### config.mk
export PLATFORM = sky130hd
export DESIGN_NAME = ctrl_overlap_seq
export DESIGN_NICKNAME = d
export VERILOG_FILES = /design/src/rtl/cpu_ctrl_pkg.sv /design/src/rtl/t_state_counter.sv /design/src/rtl/ctrl_overlap_seq.sv
export SDC_FILE = /design/constraint.sdc
export NUM_CORES = 1
export LEC_CHECK = 0
export CORE_UTILIZATION = 42
export CTS_CLUSTER_DIAMETER = 200
export CTS_CLUSTER_SIZE = 30
export DETAILED_ROUTE_END_ITERATION = 10
export PLACE_DENSITY = 0.85
export SLEW_MARGIN = 0
export SYNTH_ARGS = -nofsm -noshare
export SYNTH_HDL_FRONTEND = slang
export SYNTH_HIERARCHICAL = 1
export SYNTH_SLANG_ARGS = --single-unit
export TNS_END_PERCENT = 30
### constraint.sdc
create_clock -name clk -period 2.9 [get_ports clk]
set_input_delay 0.58 -clock clk [delete_from_list [all_inputs] [get_ports clk]]
set_output_delay 0.58 -clock clk [all_outputs]
set_load 0.01 [all_outputs]
### src/rtl/cpu_ctrl_pkg.sv
// Shared constants for the CPU control path: widths, one-hot T states and
// default control-bit positions of the deferred writeback targets.
package cpu_ctrl_pkg;

    localparam int unsigned CTRL_W   = 67;
    localparam int unsigned T_W      = 7;
    localparam int unsigned NUM_DEST = 3;
    localparam int unsigned NUM_FLAG = 3;
    localparam int unsigned POS_W    = 8;

    // One-hot T states
    localparam logic [T_W-1:0] T0 = 7'b0000001;
    localparam logic [T_W-1:0] T1 = 7'b0000010;
    localparam logic [T_W-1:0] T2 = 7'b0000100;
    localparam logic [T_W-1:0] T3 = 7'b0001000;
    localparam logic [T_W-1:0] T4 = 7'b0010000;
    localparam logic [T_W-1:0] T5 = 7'b0100000;
    localparam logic [T_W-1:0] T6 = 7'b1000000;

    // Destination latch enables (special bus -> AC/X/Y)
    localparam logic [POS_W-1:0] SB_AC = 8'd10;
    localparam logic [POS_W-1:0] SB_X  = 8'd11;
    localparam logic [POS_W-1:0] SB_Y  = 8'd12;

    // Flag-source selects
    localparam logic [POS_W-1:0] FLAG_ALU = 8'd40;
    localparam logic [POS_W-1:0] FLAG_DB  = 8'd41;
    localparam logic [POS_W-1:0] FLAG_DBZ = 8'd42;

    // Packed position tables, entry 0 in the low byte
    localparam logic [NUM_DEST*POS_W-1:0] DEST_POS_DEF = {SB_Y, SB_X, SB_AC};
    localparam logic [NUM_FLAG*POS_W-1:0] FLAG_POS_DEF = {FLAG_DBZ, FLAG_DB, FLAG_ALU};

endpackage

### src/rtl/t_state_counter.sv
// One-hot T-state sequencer: reload to T1, shift on advance, hold at the
// last state and raise a sticky overflow flag when an instruction overruns.
module t_state_counter #(
    parameter int unsigned T_W = cpu_ctrl_pkg::T_W
) (
    input  logic           clk,
    input  logic           rst,
    input  logic           adv,
    input  logic           reload,
    output logic [T_W-1:0] tState,
    output logic           overflow
);
    import cpu_ctrl_pkg::*;

    localparam logic [T_W-1:0] T_RELOAD = T_W'(2);

    logic [T_W-1:0] tNext;
    logic           overflowNext;

    // State register: T state and sticky overflow
    always_ff @(posedge clk) begin
        if (rst) begin
            tState   <= T_RELOAD;
            overflow <= 1'b0;
        end else begin
            tState   <= tNext;
            overflow <= overflowNext;
        end
    end

    // Next state: reload wins, the last T state holds and flags an overrun
    always_comb begin
        tNext        = tState;
        overflowNext = overflow;
        if (adv) begin
            if (reload) begin
                tNext = T_RELOAD;
            end else if (tState[T_W-1]) begin
                overflowNext = 1'b1;
            end else begin
                tNext = tState << 1;
            end
        end
    end

endmodule

### src/rtl/ctrl_overlap_seq.sv
// Control-word register with overlapped writeback: destination/flag bits of a
// retiring instruction are deferred and OR-ed into the control word at T2 of
// the next instruction.
module ctrl_overlap_seq #(
    parameter int unsigned CTRL_W   = cpu_ctrl_pkg::CTRL_W,
    parameter int unsigned T_W      = cpu_ctrl_pkg::T_W,
    parameter int unsigned NUM_DEST = cpu_ctrl_pkg::NUM_DEST,
    parameter int unsigned NUM_FLAG = cpu_ctrl_pkg::NUM_FLAG,
    parameter logic [NUM_DEST*cpu_ctrl_pkg::POS_W-1:0] DEST_POS = cpu_ctrl_pkg::DEST_POS_DEF,
    parameter logic [NUM_FLAG*cpu_ctrl_pkg::POS_W-1:0] FLAG_POS = cpu_ctrl_pkg::FLAG_POS_DEF
) (
    input  logic                clk,
    input  logic                rst,
    input  logic                step,
    input  logic                rdy,
    input  logic                flush,
    input  logic [CTRL_W-1:0]   base_ctrl,
    input  logic [7:0]          op_in,
    input  logic                end_inst,
    input  logic [NUM_DEST-1:0] wb_dest,
    input  logic [NUM_FLAG-1:0] wb_flag,
    output logic [CTRL_W-1:0]   ctrl_out,
    output logic [T_W-1:0]      t_state,
    output logic [7:0]          prev_op,
    output logic                pend_valid,
    output logic                wb_fired,
    output logic                t_overflow
);
    import cpu_ctrl_pkg::*;

    logic                adv;
    logic                atT2;
    logic                applyNow;
    logic                captureNow;
    logic                reloadT;
    logic [NUM_DEST-1:0] pendDest;
    logic [NUM_FLAG-1:0] pendFlag;
    logic [CTRL_W-1:0]   wbMask;

    assign adv        = step & rdy;
    assign atT2       = t_state[2];
    assign applyNow   = adv & atT2 & pend_valid & ~flush;
    assign captureNow = adv & end_inst & ~flush;
    assign reloadT    = flush | end_inst;

    t_state_counter #(
        .T_W (T_W)
    ) u_tState (
        .clk      (clk),
        .rst      (rst),
        .adv      (adv),
        .reload   (reloadT),
        .tState   (t_state),
        .overflow (t_overflow)
    );

    // Writeback mask: only the positions named in the tables can ever be set
    always_comb begin
        wbMask = '0;
        for (int b = 0; b < int'(CTRL_W); b++) begin
            for (int i = 0; i < int'(NUM_DEST); i++) begin
                if (pendDest[i] && (DEST_POS[i*POS_W +: POS_W] == POS_W'(b))) begin
                    wbMask[b] = 1'b1;
                end
            end
            for (int j = 0; j < int'(NUM_FLAG); j++) begin
                if (pendFlag[j] && (FLAG_POS[j*POS_W +: POS_W] == POS_W'(b))) begin
                    wbMask[b] = 1'b1;
                end
            end
        end
    end

    // Control word, pending entry and retired-opcode registers
    always_ff @(posedge clk) begin
        if (rst) begin
            ctrl_out   <= '0;
            prev_op    <= 8'h00;
            pend_valid <= 1'b0;
            pendDest   <= '0;
            pendFlag   <= '0;
            wb_fired   <= 1'b0;
        end else begin
            wb_fired <= applyNow;
            if (adv) begin
                ctrl_out <= applyNow ? (base_ctrl | wbMask) : base_ctrl;
            end
            // A capture in the apply step replaces the entry just consumed
            if (captureNow) begin
                pendDest   <= wb_dest;
                pendFlag   <= wb_flag;
                pend_valid <= (|wb_dest) | (|wb_flag);
                prev_op    <= op_in;
            end else if (applyNow || (adv && flush)) begin
                pendDest   <= '0;
                pendFlag   <= '0;
                pend_valid <= 1'b0;
            end
        end
    end

endmodule

==> impl_metrics.env <==
export IMPL_synth_seq_area_share_pct=56.2
export IMPL_antenna_found_initial=0
export IMPL_grt_pass1_vias=2904
export IMPL_routed_via_density=4.83
export IMPL_fp_coreArea_um2=7330
export IMPL_timing_final_crit_share_pct=67.8
export IMPL_remaining_drc_errors=0
export IMPL_leakage_nw=1.84
export IMPL_ctsHoldBuffers=0
export IMPL_path_buf_inv=3
export IMPL_nNetsFinal=641
export IMPL_clock_skew_ns=0.0107
export IMPL_drtIter0Drc=65
export IMPL_cts_clk_slew_worst_paths_ns=0.08
export IMPL_wire_per_inst_um=13.4
export IMPL_switching_share_pct=22.8
export IMPL_root_buffer="clkbuf_8"
export IMPL_required_ns=3.17
export IMPL_cts_resized=0
export IMPL_finalPower_mw=2.61
export IMPL_die_w_um=89.3
export IMPL_status="finished clean"
export IMPL_synthesis_nets=481
export IMPL_grt_pass1_wl_um=13300
export IMPL_cap_viol_max_count=0
export IMPL_switchingPower_mw=0.595
export IMPL_areaGrowthSynthToFinish_pct=61.3
export IMPL_grt_ovfl_total=0
export IMPL_dieHeight_um=89.3
export IMPL_drt_first_pass_iters=4
export IMPL_totalWireLength_um=8840
export IMPL_worst_pin_slew_ns=0.551
export IMPL_slew_headroom_pct=63.2
export IMPL_p_clk_share_pct=35.4
export IMPL_max_freq_ghz=0.508
export IMPL_slew_violations=0
export IMPL_crit_fanout=43
export IMPL_netlist_area_um2=3200
export IMPL_power_density_nw_per_um2=504
export IMPL_antennaDiodeCount=0
export IMPL_drive_above_1_share_pct=5.72
export IMPL_clkLatencyLatePin_ns=0.35
export IMPL_start_util_pct=43.7
export IMPL_crit_path_cell_trace="clkdlybuf4s50_1, nand2_2, buf_4, buf_4, nand2_1, a21oi_1"
export IMPL_slowest_delay_ns=0.46
export IMPL_hold_class="flip-flop to flip-flop"
export IMPL_ant_nets=0
export IMPL_ys_ff_latch=90
export IMPL_dieArea_um2=7980
export IMPL_ys_warn_count=6
export IMPL_slowest_stage="clkdlybuf4s50_1"
export IMPL_cts_tree="yes"
export IMPL_final_setup_viol_count=0
export IMPL_cts_inserted_buffers=9
export IMPL_cpMostUsedCell="buf_4"
export IMPL_post_cts_buffers=0
export IMPL_combPwrFrac_pct=14.4
export IMPL_critPathCaptureType="flip-flop"
export IMPL_path_delay_family="buffers and inverters"
export IMPL_numPortBuffers=170
export IMPL_arrival_ns=2.23
export IMPL_ioPinCount=172
export IMPL_cts_sinks=90
export IMPL_vias=3177
export IMPL_placementRows=31
export IMPL_crit_type="input port to flip-flop"
export IMPL_ctsHtreeMaxLevel=3
export IMPL_rsz0062_at_grt="no"
export IMPL_startpoint_type="input port"
export IMPL_p_int_mw=2.01
export IMPL_grt_util_all_layers_pct=21.8
export IMPL_synthCells=394
export IMPL_grt_max_degree=44
export IMPL_pwr_share_seq_pct=50.3
export IMPL_hpwl_um=6550
export IMPL_hold_viol=0
export IMPL_ys_types=30
export IMPL_fin_crit_ns=1.97
export IMPL_vdd_drop_max_mv=0.291
export IMPL_finalSetupTns_ns=0
export IMPL_avgSynthCellArea_um2=8.13
export IMPL_cts_max_path_buffers=2
export IMPL_gp_congestion=0.752
[Yosys cell counts]
cell type	n	area, um2
conb_1	1	3.75
and4b_1	1	10.0
and2b_1	1	7.51
nor3_1	6	30.0
nand4b_1	1	8.76
buf_4	4	30.0
a21oi_1	79	395
o21ai_0	7	35.0
inv_2	1	3.75
or2_2	1	6.26
clkbuf_1	15	56.3
nand2b_2	1	8.76
o32ai_1	1	8.76
nor2b_2	2	17.5
o32ai_2	1	16.3
buf_1	1	3.75
buf_2	8	40.0
o22ai_1	2	12.5
o31ai_2	1	12.5
or4_1	1	7.51
dfxtp_1	90	1800
nor2b_1	1	6.26
nor3b_1	1	7.51
nor2_1	8	30.0
inv_1	2	7.51
a211oi_2	1	12.5
nand2b_1	3	18.8
nand2_1	145	544
and3b_1	1	8.76
a211oi_1	7	52.6
[kinds of logic after synthesis]
kind of cell           synth area share, %
AND/OR/NAND/NOR                       22.2
AO/OA/AOI/OAI                         17.0
flip-flops                            56.2
buffers and inverters                 4.41
other                                0.117
[cell type report]
cell class | instances | area (um2)
clock buffers | 11 | 141
multi-input cells | 273 | 1260
inverters | 3 | 11.3
flip-flops and latches | 90 | 1800
repair buffers | 177 | 1750
well taps | 99 | 124
fillers | 588 | 2160
clock inverters | 5 | 77.6
[worst min-delay path, cell delays in order (launching register included)]
cell,delay [ns]
dfxtp_1,0.31
nand2_1,0.05
a21oi_1,0.05
[cell usage in the layout (no fill, tap or decap), types with 2 or more instances in the layout]
cell | Yosys | routed
clkdlybuf4s50_1 | 0 | 169
nand2_1 | 145 | 144
dfxtp_1 | 90 | 90
a21oi_1 | 79 | 79
clkbuf_8 | 0 | 10
nor2_1 | 8 | 8
a211oi_1 | 7 | 7
o21ai_0 | 7 | 7
buf_4 | 4 | 7
nor3_1 | 6 | 6
nand2b_1 | 3 | 3
clkinv_2 | 0 | 2
bufinv_16 | 0 | 2
inv_1 | 2 | 2
nor2b_2 | 2 | 2
o22ai_1 | 2 | 2
[per-stage QoR]
| step | cell area, um2 | utilization, % | instances | worst slack (ns) | hold WS (ns) |
|---|---|---|---|---|---|
| global route | 5170 | 70.5 | 658 | 0.834 | 0.476 |
| finish | 5170 | 70.5 | 658 | 0.933 | 0.453 |
| CTS | 5170 | 70.5 | 658 | 0.977 | 0.458 |
| floorplan | 3200 | - | 394 | 1.40 | 0.455 |
| global placement | 4950 | 67.5 | 642 | 0.679 | 0.441 |
| detailed placement | 4950 | 67.5 | 642 | 0.615 | 0.447 |
[power groups by stage]
stage | sequential, mW | combinational, mW | clock (mW)
detailed placement | 1.34 | 0.375 | 0
finish | 1.31 | 0.374 | 0.922
CTS | 1.31 | 0.377 | 0.944
global route | 1.32 | 0.405 | 1.01
floorplan | 1.36 | 0.112 | 0
global placement | 1.34 | 0.368 | 0
[sequential cells by signal, indices dropped and copies added (netlist names)]
signal,cells
wb_fired,1
prev_op,8
pendDest,3
u_tState/tState,6
ctrl_out,67
u_tState/overflow,1
pend_valid,1
pendFlag,3
[layer usage]
layer	GRT usage, %	up-vias	part of all wire (%)
met1	23.1	1461	40
li1	-	1608	-
met2	41.3	99	52
met3	5.36	9	7.1
met4	8.80	0	1.3
met5	0	-	0
[final timing paths]
kind                                     to  slack [ns]  cells past startpoint                             from
setup / recovery  ctrl_out[53]$_SDFFE_PP0P_        0.93                      6                             step
hold / removal    ctrl_out[52]$_SDFFE_PP0P_        0.45                      2        ctrl_out[52]$_SDFFE_PP0P_
setup reg to reg   pendFlag[2]$_SDFFE_PP0P_        1.71                      3  u_tState/tState[2]$_SDFFE_PP0P_
hold reg to reg   ctrl_out[52]$_SDFFE_PP0P_        0.45                      2        ctrl_out[52]$_SDFFE_PP0P_
Power figures use the tool's default switching activity.
